**config.mk**
```make
export PLATFORM = sky130hd
export DESIGN_NAME = dram64x4_wr_arbiter_flat
export DESIGN_NICKNAME = d
export VERILOG_FILES = /design/src/rtl/dram64x4_wr_arbiter_if.sv /design/src/rtl/dram64x4_wr_arbiter.sv /design/src/flat_wrapper.sv
export SDC_FILE = /design/constraint.sdc
export NUM_CORES = 1
export LEC_CHECK = 0
export BUFFER_PORTS_ARGS = -buffer_cell sky130_fd_sc_hd__buf_2
export CAP_MARGIN = 20
export CORE_UTILIZATION = 40
export CTS_CLUSTER_SIZE = 28
export DETAILED_ROUTE_END_ITERATION = 8
export PLACE_DENSITY_LB_ADDON = 0.2
export SYNTH_ARGS = -nofsm -noshare
export SYNTH_HDL_FRONTEND = slang
export SYNTH_SLANG_ARGS = --single-unit
```
**constraint.sdc**
```tcl
create_clock -name clk -period 4.2 [get_ports clk]
set_input_delay 1.05 -clock clk [delete_from_list [all_inputs] [get_ports clk]]
set_output_delay 1.05 -clock clk [all_outputs]
set_load 0.03 [all_outputs]
```
**src/rtl/dram64x4_wr_arbiter_if.sv**
```systemverilog
// dram64x4_wr_arbiter_if: requester handshakes, read ports and status of the 64x4 write arbiter.
interface dram64x4_wr_arbiter_if;
    logic       req0_valid;
    logic [5:0] req0_addr;
    logic [3:0] req0_data;
    logic       req0_ready;
    logic       req1_valid;
    logic [5:0] req1_addr;
    logic [3:0] req1_data;
    logic       req1_ready;
    logic [5:0] rd_addr_a, rd_addr_b, rd_addr_c;
    logic [3:0] rd_data_a, rd_data_b, rd_data_c;
    logic       busy;
    logic       last_grant;
    modport master (
        output req0_valid, req0_addr, req0_data, req1_valid, req1_addr, req1_data,
        output rd_addr_a, rd_addr_b, rd_addr_c,
        input  req0_ready, req1_ready, rd_data_a, rd_data_b, rd_data_c, busy, last_grant
    );
    modport slave (
        input  req0_valid, req0_addr, req0_data, req1_valid, req1_addr, req1_data,
        input  rd_addr_a, rd_addr_b, rd_addr_c,
        output req0_ready, req1_ready, rd_data_a, rd_data_b, rd_data_c, busy, last_grant
    );
endinterface

```
**src/rtl/dram64x4_wr_arbiter.sv**
```systemverilog
// dram64x4_wr_arbiter: round-robin write-port arbiter for a RAM64M-style 64x4 memory.
// Post-reset clear sweep is present only when DRAM64X4_ARB_CLEAR_EN is defined.
module dram64x4_wr_arbiter #(
    parameter logic [3:0]  CLEAR_VALUE = 4'h0,
    parameter logic [63:0] INIT_A      = 64'h0,
    parameter logic [63:0] INIT_B      = 64'h0,
    parameter logic [63:0] INIT_C      = 64'h0,
    parameter logic [63:0] INIT_D      = 64'h0
) (
    input logic                   clk,
    input logic                   rst,
    dram64x4_wr_arbiter_if.slave  bus
);
    logic [63:0] slice_q [4] = '{INIT_A, INIT_B, INIT_C, INIT_D};
    logic        last_grant_q;
    logic        gnt0, gnt1, we, busy, clr_we;
    logic [5:0]  waddr, clr_cnt;
    logic [3:0]  wdata;
`ifdef DRAM64X4_ARB_CLEAR_EN
    typedef enum logic {CLEAR, RUN} state_e;
    state_e     state_q, state_d;
    logic [5:0] clr_cnt_q, clr_cnt_d;
    always_ff @(posedge clk) begin
        if (rst) begin
            state_q   <= CLEAR;
            clr_cnt_q <= '0;
        end else begin
            state_q   <= state_d;
            clr_cnt_q <= clr_cnt_d;
        end
    end
    always_comb begin
        state_d   = state_q;
        clr_cnt_d = clr_cnt_q;
        if (state_q == CLEAR) begin
            clr_cnt_d = clr_cnt_q + 6'd1;
            state_d   = &clr_cnt_q ? RUN : CLEAR;
        end
    end
    assign busy    = rst | (state_q == CLEAR);
    assign clr_we  = ~rst & (state_q == CLEAR);
    assign clr_cnt = clr_cnt_q;
`else
    assign busy    = 1'b0;
    assign clr_we  = 1'b0;
    assign clr_cnt = '0;
`endif
    // On contention the requester that did not win last time gets the port.
    always_comb begin
        gnt0  = ~busy & ~rst & bus.req0_valid & (~bus.req1_valid | last_grant_q);
        gnt1  = ~busy & ~rst & bus.req1_valid & (~bus.req0_valid | ~last_grant_q);
        we    = gnt0 | gnt1 | clr_we;
        waddr = gnt1 ? bus.req1_addr : gnt0 ? bus.req0_addr : clr_cnt;
        wdata = gnt1 ? bus.req1_data : gnt0 ? bus.req0_data : CLEAR_VALUE;
    end
    always_ff @(posedge clk) begin
        if (rst)
            last_grant_q <= 1'b1;
        else if (gnt0 | gnt1)
            last_grant_q <= gnt1;
    end
    always_ff @(posedge clk) begin
        if (we)
            for (int i = 0; i < 4; i++) slice_q[i][waddr] <= wdata[i];
    end
    always_comb begin
        bus.rd_data_a = '0;
        bus.rd_data_b = '0;
        bus.rd_data_c = '0;
        for (int i = 0; i < 4; i++) begin
            bus.rd_data_a[i] = slice_q[i][bus.rd_addr_a];
            bus.rd_data_b[i] = slice_q[i][bus.rd_addr_b];
            bus.rd_data_c[i] = slice_q[i][bus.rd_addr_c];
        end
    end
    assign bus.req0_ready = gnt0;
    assign bus.req1_ready = gnt1;
    assign bus.busy       = busy;
    assign bus.last_grant = last_grant_q;
endmodule

```
**src/flat_wrapper.sv**
```systemverilog
// flat-port wrapper written by rule: the top's interface ports become plain ports
module dram64x4_wr_arbiter_flat 
#(
    parameter logic [3:0]  CLEAR_VALUE = 4'h0,
    parameter logic [63:0] INIT_A      = 64'h0,
    parameter logic [63:0] INIT_B      = 64'h0,
    parameter logic [63:0] INIT_C      = 64'h0,
    parameter logic [63:0] INIT_D      = 64'h0
)
  (clk, rst, bus_req0_valid, bus_req0_addr, bus_req0_data, bus_req1_valid, bus_req1_addr, bus_req1_data, bus_rd_addr_a, bus_rd_addr_b, bus_rd_addr_c, bus_req0_ready, bus_req1_ready, bus_rd_data_a, bus_rd_data_b, bus_rd_data_c, bus_busy, bus_last_grant);
  dram64x4_wr_arbiter_if bus_i ();
  input logic clk;
  input logic rst;
  input wire logic [$bits(bus_i.req0_valid)-1:0] bus_req0_valid;
  input wire logic [$bits(bus_i.req0_addr)-1:0] bus_req0_addr;
  input wire logic [$bits(bus_i.req0_data)-1:0] bus_req0_data;
  input wire logic [$bits(bus_i.req1_valid)-1:0] bus_req1_valid;
  input wire logic [$bits(bus_i.req1_addr)-1:0] bus_req1_addr;
  input wire logic [$bits(bus_i.req1_data)-1:0] bus_req1_data;
  input wire logic [$bits(bus_i.rd_addr_a)-1:0] bus_rd_addr_a;
  input wire logic [$bits(bus_i.rd_addr_b)-1:0] bus_rd_addr_b;
  input wire logic [$bits(bus_i.rd_addr_c)-1:0] bus_rd_addr_c;
  output wire logic [$bits(bus_i.req0_ready)-1:0] bus_req0_ready;
  output wire logic [$bits(bus_i.req1_ready)-1:0] bus_req1_ready;
  output wire logic [$bits(bus_i.rd_data_a)-1:0] bus_rd_data_a;
  output wire logic [$bits(bus_i.rd_data_b)-1:0] bus_rd_data_b;
  output wire logic [$bits(bus_i.rd_data_c)-1:0] bus_rd_data_c;
  output wire logic [$bits(bus_i.busy)-1:0] bus_busy;
  output wire logic [$bits(bus_i.last_grant)-1:0] bus_last_grant;
  assign bus_i.req0_valid = bus_req0_valid;
  assign bus_i.req0_addr = bus_req0_addr;
  assign bus_i.req0_data = bus_req0_data;
  assign bus_i.req1_valid = bus_req1_valid;
  assign bus_i.req1_addr = bus_req1_addr;
  assign bus_i.req1_data = bus_req1_data;
  assign bus_i.rd_addr_a = bus_rd_addr_a;
  assign bus_i.rd_addr_b = bus_rd_addr_b;
  assign bus_i.rd_addr_c = bus_rd_addr_c;
  assign bus_req0_ready = bus_i.req0_ready;
  assign bus_req1_ready = bus_i.req1_ready;
  assign bus_rd_data_a = bus_i.rd_data_a;
  assign bus_rd_data_b = bus_i.rd_data_b;
  assign bus_rd_data_c = bus_i.rd_data_c;
  assign bus_busy = bus_i.busy;
  assign bus_last_grant = bus_i.last_grant;
  dram64x4_wr_arbiter #(.CLEAR_VALUE(CLEAR_VALUE), .INIT_A(INIT_A), .INIT_B(INIT_B), .INIT_C(INIT_C), .INIT_D(INIT_D)) u_core (.clk(clk), .rst(rst), .bus(bus_i));
endmodule
```
* Yosys cells after proc, flatten, opt, wreduce, memory -nomap -nowiden *
Memory sizes are Yosys's and may differ from the RTL's.
Index checks and enable logic that the tools add are counted.

word-level totals
  memories = 1
  flip-flop bits (word level) = 1
  input bits = 42
  logic and storage cells = 51
  RAM bits = 256
  output and inout bits = 16

cells by class
  reduce and logical (&&, ||, !) cells = 1
  magnitude comparators = 5
  mux-type cells = 32
  bitwise operators = 11

memory list
  memory          depth  width  read ports  clocked after Yosys merged registers in  write ports  RTL line                   text
  u_core.slice_q  4      64     4           0                                        4            dram64x4_wr_arbiter.sv:14  logic [63:0] slice_q [4] = '{INIT_A, INIT_B, INIT_C, INIT_D};

operators with widths
  kind                  number
  $bmux W1 S6           12
  $mux W64              1
  $lt A6 B7 Y1 const B  4
  $mux W1               14
  $mux W6               2
  $mux W4               2
  $demux W1 S6          1
  $ge A6 B1 Y1 const B  1
  $and A1 B1 Y1         4
  $not A1 Y1            4
  $or A1 B1 Y1          3
  $logic_and A1 B1 Y1   1

* Longest topological paths before layout *
Gate-level depths: netlist of run 1.

  depth in word-level cells = 10
  mapped depth = 8
  gate-level depth less buffers = 5

* Worst setup path after synthesis of run 1 *
No wires, ideal clock.

  path kind = input port to output port
  from = input bus_rd_addr_a[0]
  to = output bus_rd_data_a[0]
  cell stages on the path = 6
  arrival = 3055 ps
  path buffers = 3
  path slack = 95 ps
  path through = buf_4 -> buf_6 -> buf_4 -> mux4_2 -> o22ai_1 -> o41ai_1

between the ends
  cells in the longest elaborated chain, start to end = 2

RTL lines
  element                        RTL line                   text
  start, declared                flat_wrapper.sv:20         input wire logic [$bits(bus_i.rd_addr_a)-1:0] bus_rd_addr_a;
  $bmux W1 S6                    dram64x4_wr_arbiter.sv:71  bus.rd_data_a[i] = slice_q[i][bus.rd_addr_a];
  $mux W1 (implied by the code)  dram64x4_wr_arbiter.sv:71
  end, declared                  flat_wrapper.sv:25         output wire logic [$bits(bus_i.rd_data_a)-1:0] bus_rd_data_a;

No other way between the ends. The select of a mux whose other input is x is not followed.

* Worst setup path after layout of run 1 *
  from = input bus_rd_addr_c[1]
  to = output bus_rd_data_c[0]

between the ends
  cells in the longest elaborated chain, start to end = 2

RTL lines
  element                        RTL line                   text
  start, declared                flat_wrapper.sv:22         input wire logic [$bits(bus_i.rd_addr_c)-1:0] bus_rd_addr_c;
  $bmux W1 S6                    dram64x4_wr_arbiter.sv:73  bus.rd_data_c[i] = slice_q[i][bus.rd_addr_c];
  $mux W1 (implied by the code)  dram64x4_wr_arbiter.sv:73
  end, declared                  flat_wrapper.sv:27         output wire logic [$bits(bus_i.rd_data_c)-1:0] bus_rd_data_c;

No other way between the ends. The select of a mux whose other input is x is not followed.

==> results of run 1 <==
[how the worst max path moves through the flow]
stage | startpoint | endpoint | cells after the start
after floorplan | bus_rd_addr_a[0] | bus_rd_data_a[0] | 6
after CTS | bus_rd_addr_c[0] | bus_rd_data_c[2] | 9
final | bus_rd_addr_c[1] | bus_rd_data_c[0] | 8
after global placement | bus_rd_addr_c[0] | bus_rd_data_c[0] | 8
after detailed placement | bus_rd_addr_c[0] | bus_rd_data_c[3] | 8
after global routing | bus_rd_addr_c[0] | bus_rd_data_c[3] | 8
[critical path, stage by stage]
cell and delay, ns:
buf_2 0.24, buf_4 0.33, mux4_1 0.22, mux2_2 0.18
o22ai_2 0.08, nor3_1 0.52, o32a_1 0.30, buf_2 0.20
[kinds of logic after synthesis]
group | synth area share [%]
DFF | 52.7
buffers and inverters | 3.34
other | 0.0256
muxes | 31.1
AOI/OAI and AO/OA | 6.14
and+or+nand+nor | 6.71
[cell usage after synthesis (2+ instances only)]
| cell type | count |
|---|---|
| edfxtp_1 | 256 |
| mux4_2 | 184 |
| nor2_1 | 85 |
| clkbuf_1 | 26 |
| nand3_1 | 24 |
| nand2_1 | 22 |
| buf_2 | 21 |
| o22ai_1 | 21 |
| buf_6 | 14 |
| nor2b_1 | 13 |
| o21ai_0 | 13 |
| a22o_1 | 12 |
| mux2i_1 | 12 |
| o221ai_1 | 12 |
| a22oi_1 | 11 |
| nor3_1 | 11 |
| a31oi_1 | 9 |
| buf_4 | 9 |
| mux4_1 | 9 |
| nand2b_1 | 9 |
| a32oi_1 | 7 |
| nand3b_1 | 6 |
| or2_2 | 6 |
| or3_1 | 6 |
| nor4_1 | 5 |
| a2111oi_1 | 4 |
| mux2_2 | 4 |
| o21ai_1 | 4 |
| or4_1 | 4 |
| a221o_1 | 3 |
| buf_1 | 3 |
| o22a_1 | 3 |
| o41ai_1 | 3 |
| a21o_1 | 2 |
| a21oi_1 | 2 |
| and3b_1 | 2 |
| inv_1 | 2 |
| nor3b_1 | 2 |
| o2111ai_1 | 2 |
| o31ai_1 | 2 |
[per-layer routing]
metal / GRT usage [%] / vias to the layer above / part of all wire (%)
met1: 35.2 / 4973 / 43
met2: 37.6 / 494 / 46
met5: 0 / - / 0.022
met4: 5.75 / 2 / 2.2
li1: - / 3912 / -
met3: 4.31 / 63 / 8.6
[report_power, final]
| group | switching [W] | internal, W | total [W] |
|---|---|---|---|
| registers | 0.0000154 | 0.00286 | 0.00287 |
| logic | 0.000474 | 0.000346 | 0.000820 |
| clock network | 0.00104 | 0.00142 | 0.00246 |
| total | 0.00153 | 0.00462 | 0.00615 |
[timing repair]
action                     in CTS  in global routing
setup endpoints to repair       1                  7
pin swaps                       1                  0
gates resized for setup         1                  7
[sequential cells by signal, summed over array words and instances, names as in the netlist]
signal,cells
u_core.slice_q,256
u_core.bus.last_grant,1
[final cells by class]
cell class	count	area [sq um]
Clock inverter	16	144
Sequential cell	257	7710
Multi-Input combinational cell	529	6450
Fill cell	3106	19000
Clock buffer	36	772
Inverter	2	7.51
Tap cell	461	577
Timing Repair Buffer	128	1100
[through the flow]
step	TNS, ns	hold WS [ns]	cells
detailed placement	0	0.596	1377
global placement	0	0.564	1377
finish	0	0.600	1429
floorplan	0	0.673	864
global route	-0.00675	0.671	1429
CTS	0	0.608	1429
==> reports/results.ini, run 1 <==
[synth]
synth.area.top_cells=edfxtp_1, mux4_2, nor2_1
synthesis.area_sq_um=14600
yosysTopAreaCell=edfxtp_1
ys_ff_latch=257
synthDistinctLibCells=59
synth_edf_count=256
syn_area_per_cell_sq_um=16.9
synthCells=864
ys_warn_count=0
synth.top_cell.area_share_pct=52.6
synth_nets=906
synth_ff_type=edfxtp_1
synth_seq_area_share_pct=52.7
synthArstFlopShare_pct=0

[global_routing]
grt_max_degree=39
antenna_found_initial=1
grt_pass1_wl_mm=66.0
grt_usage_pct=24.1
grt-ovfl-total=0
first_global_vias=9405

[pwr]
peakVddDrop_uv=281
power_density_nw_per_um2=367
finalPower_w=0.00615
total_leakage_power_nw=5.15

[place]
dp.final_hpwl_mm=32.6
place_area_sq_um=15800
gp_congestion=0.979
port-buffer-count=56
dp_slack_ns=0.00907

[worst_setup_path]
crit_type=input port to output pin
cp_data_arrival_time_ns=3.13
start_kind=input port
reg2reg_to=u_core.slice_q[2][40]$_DFFE_PP_
critical_path_required_ns=3.15
r2r_cells=5
r2r_setup_slack_ns=1.52
r2r_start=u_core.bus.last_grant$_SDFFE_PP1P_
critPathMaxFanout=16
crit_path_end_kind=output pin

[sta]
skew_ns=0.0202
hold_violations=0
worstMarginPinSlew_ns=0.964
setup_slack_ns=0.0183
maxSlewViolCount=0
clock.fmax_mhz=239
final-setup-viol-count=0
fin_crit_sh_pct=99.6
min_period_ns=4.18
relSlewSlack_pct=35.7

[cts]
clk_latency_ns=0.56
cts_root_buffer=clkbuf_16
cts.reportedPaths.clkPinSlew_ns=0.06
post_cts_buffers=0
htree_levels=1
hold_buffers=0
cts_tree=built
cts.sinks=257
cts_max_path_buffers=3
cts_made_buffers=28

[min_path]
hold_path_class=flop to flop
hold_end=u_core.bus.last_grant$_SDFFE_PP1P_
min_from=u_core.bus.last_grant$_SDFFE_PP1P_
holdPathStages=3

[run_status]
violations=design-rule violations
status=complete, but fails checks

[floorplanning]
initial_core_util_pct=40.9
dieWidth_um=193
num_rows=69
core_sq_um=35700
die_h_um=193
dieArea_sq_um=37300
ios=58

[finish]
postLayoutCoreUtil_pct=46.9
layout_commonest_cell=edfxtp_1
post-route-cell-area_sq_um=16800
antenna_cells=0
fin_nets=988
drive_above_1_share_pct=39.2
area_delta_synth_final_pct=14.6
layout_common_cells=edfxtp_1, mux4_2, nor2_1, buf_2, buf_4

[routing]
dr_total_vias=9444
drc=2
dr.pass1.iters=9
viasPerCell=6.61
postRouteAntennaNets=0
drtIter0Drc=1207
wl_per_cell_um=31.3
wirelength_mm=44.7

[flow_run]
cap_violations=0

(Power assumes the default switching activity.)
==> run 2: changes to the inputs <==
PLACE_DENSITY_LB_ADDON = unset   (was 0.2)
==> reports/results.ini, run 2 (synthesis results as in run 1) <==
[worst_setup_path]
path_delay_family=multiplexers
crit_buf_inv=3
critical_path_required_ns=3.15
worstPathCellList=buf_4 > buf_12 > mux4_1 > mux2_2 > o22ai_2 > nor3_1 > o32a_1 > buf_2
cpPeakStageDelay_ns=0.58
slowest_stage=mux4_1
critPathMaxFanout=16
crit_type=input port to output pin
crit_path_end_kind=output pin
cp_data_arrival_time_ns=3.15
start_kind=input port

[pwr]
power_density_nw_per_um2=363
peakVddDrop_uv=319
combPwrFrac_pct=13.4
p_int_w=0.00458
p_switching_w=0.00151
swShare_pct=24.8
total_leakage_power_nw=5.19
p_clk_share_pct=39.4
seqPwrFrac_pct=47.1

[cts]
cts_made_buffers=28
cts_tree=built
clk_latency_ns=0.57
hold_buffers=0
cts.reportedPaths.clkPinSlew_ns=0.06
htree_levels=1
cts_max_path_buffers=3
cts_root_buffer=clkbuf_16
cts.sinks=257

[global_routing]
first_global_vias=9578
grt-ovfl-total=0
grt_usage_pct=23.9
grt_pass1_wl_mm=65.1
grt_max_degree=41
antenna_found_initial=1

[finish]
regMostFlops=u_core.slice_q
layout_commonest_cell=edfxtp_1
layout_common_cells=edfxtp_1, mux4_2, nor2_1, buf_4, buf_2
area_delta_synth_final_pct=14.8
postLayoutCoreUtil_pct=47.0
antenna_cells=0
layout.cells.non_filler=1440
largest_reg_flops=256
drive_above_1_share_pct=39.4
fin_nets=1002

[floorplanning]
dieWidth_um=193
die_h_um=193
dieArea_sq_um=37300
num_rows=69
core_sq_um=35700
ios=58
initial_core_util_pct=40.9

[run_status]
status=complete, but fails checks
violations=design-rule violations, negative setup slack

[sta]
min_period_ns=4.20
worstMarginPinSlew_ns=0.801
hold_violations=0
skew_ns=0.0192
maxSlewViolCount=0
relSlewSlack_pct=46.6
rsz0062_at_grt=false
final-setup-viol-count=1
timing.setup.tns_ns=-0.00347
fin_crit_sh_pct=100
setup_slack_ns=-0.00347
clock.fmax_mhz=238

[place]
dpl.cell_count=1383
dp.final_hpwl_mm=32.4
port-buffer-count=56
gp_congestion=0.976

[routing]
viasPerCell=6.67
drc=2
dr.pass1.iters=7
wl_per_cell_um=30.7
drtIter0Drc=1196
dr_total_vias=9606
wirelength_mm=44.2
postRouteAntennaNets=0

[min_path]
hold_path_class=flop to flop

[flow_run]
cap_violations=0

run 2: cell count changes in the layout (fill, tap and decap cells not counted), sizes merged:
cell,delta
clkinv,+2
clkinvlp,-3
buf,+14
clkbuf,-3
inv,+1
run 2: worst reg2reg max path, stage by stage (launching register included):
cell	delay, ns
dfxtp_1	0.36
nand2b_4	0.19
a32oi_1	0.25
nor2_1	0.12
or4_1	0.91
nor2_1	0.58
run 2: through the flow:
step           total power, W  hold WS (ns)  instance area [sq um]  setup slack (ns)
2_1_floorplan         0.00343         0.673                  14600            0.0947
5_1_grt               0.00625         0.638                  16800            0.0106
4_1_cts               0.00610         0.591                  16700            0.0245
6_report              0.00609         0.584                  16800          -0.00347
3_5_place_dp          0.00373         0.577                  15800           -0.0440
3_3_place_gp          0.00372         0.573                  15800           -0.0523
run 2: area by class of cell:
class                   count  area, sq um
well taps                 461          577
multi-input cells         529         6440
repair buffers            142         1170
clock inverters            16          143
clock buffers              33          741
inverters                   2         7.51
flip-flops and latches    257         7710
fillers                  3056        19000
run 2: repair_timing:
item                       4_1_cts  5_1_grt
setup buffers                    0        8
setup endpoints to repair        1        4
pin swaps                        0        0
hold endpoints to repair         0        0
resized for setup                2        3
run 2: worst paths after layout:
check / end / cells after the start / slack (ns) / start
setup / recovery: bus_rd_data_c[0] / 8 / -0.003 / bus_rd_addr_c[0]
hold / removal: u_core.bus.last_grant$_SDFFE_PP1P_ / 3 / 0.58 / u_core.bus.last_grant$_SDFFE_PP1P_
setup reg to reg: u_core.slice_q[1][56]$_DFFE_PP_ / 5 / 1.44 / u_core.bus.last_grant$_SDFFE_PP1P_
hold reg to reg: u_core.bus.last_grant$_SDFFE_PP1P_ / 3 / 0.58 / u_core.bus.last_grant$_SDFFE_PP1P_
run 2: routing by layer:
metal | global-route usage, % | wire length (um)
met5 | 0 | 12
met4 | 7.94 | 1450
met3 | 5.88 | 4650
met2 | 37.2 | 20400
met1 | 33.1 | 17700
run 2: power groups by stage:
stage | Combinational [W] | Sequential, W | Clock (W)
after floorplan | 0.000513 | 0.00292 | 0
after global placement | 0.000801 | 0.00292 | 0
after detailed placement | 0.000805 | 0.00292 | 0
after CTS | 0.000806 | 0.00287 | 0.00242
after global routing | 0.000861 | 0.00287 | 0.00251
final | 0.000820 | 0.00287 | 0.00240
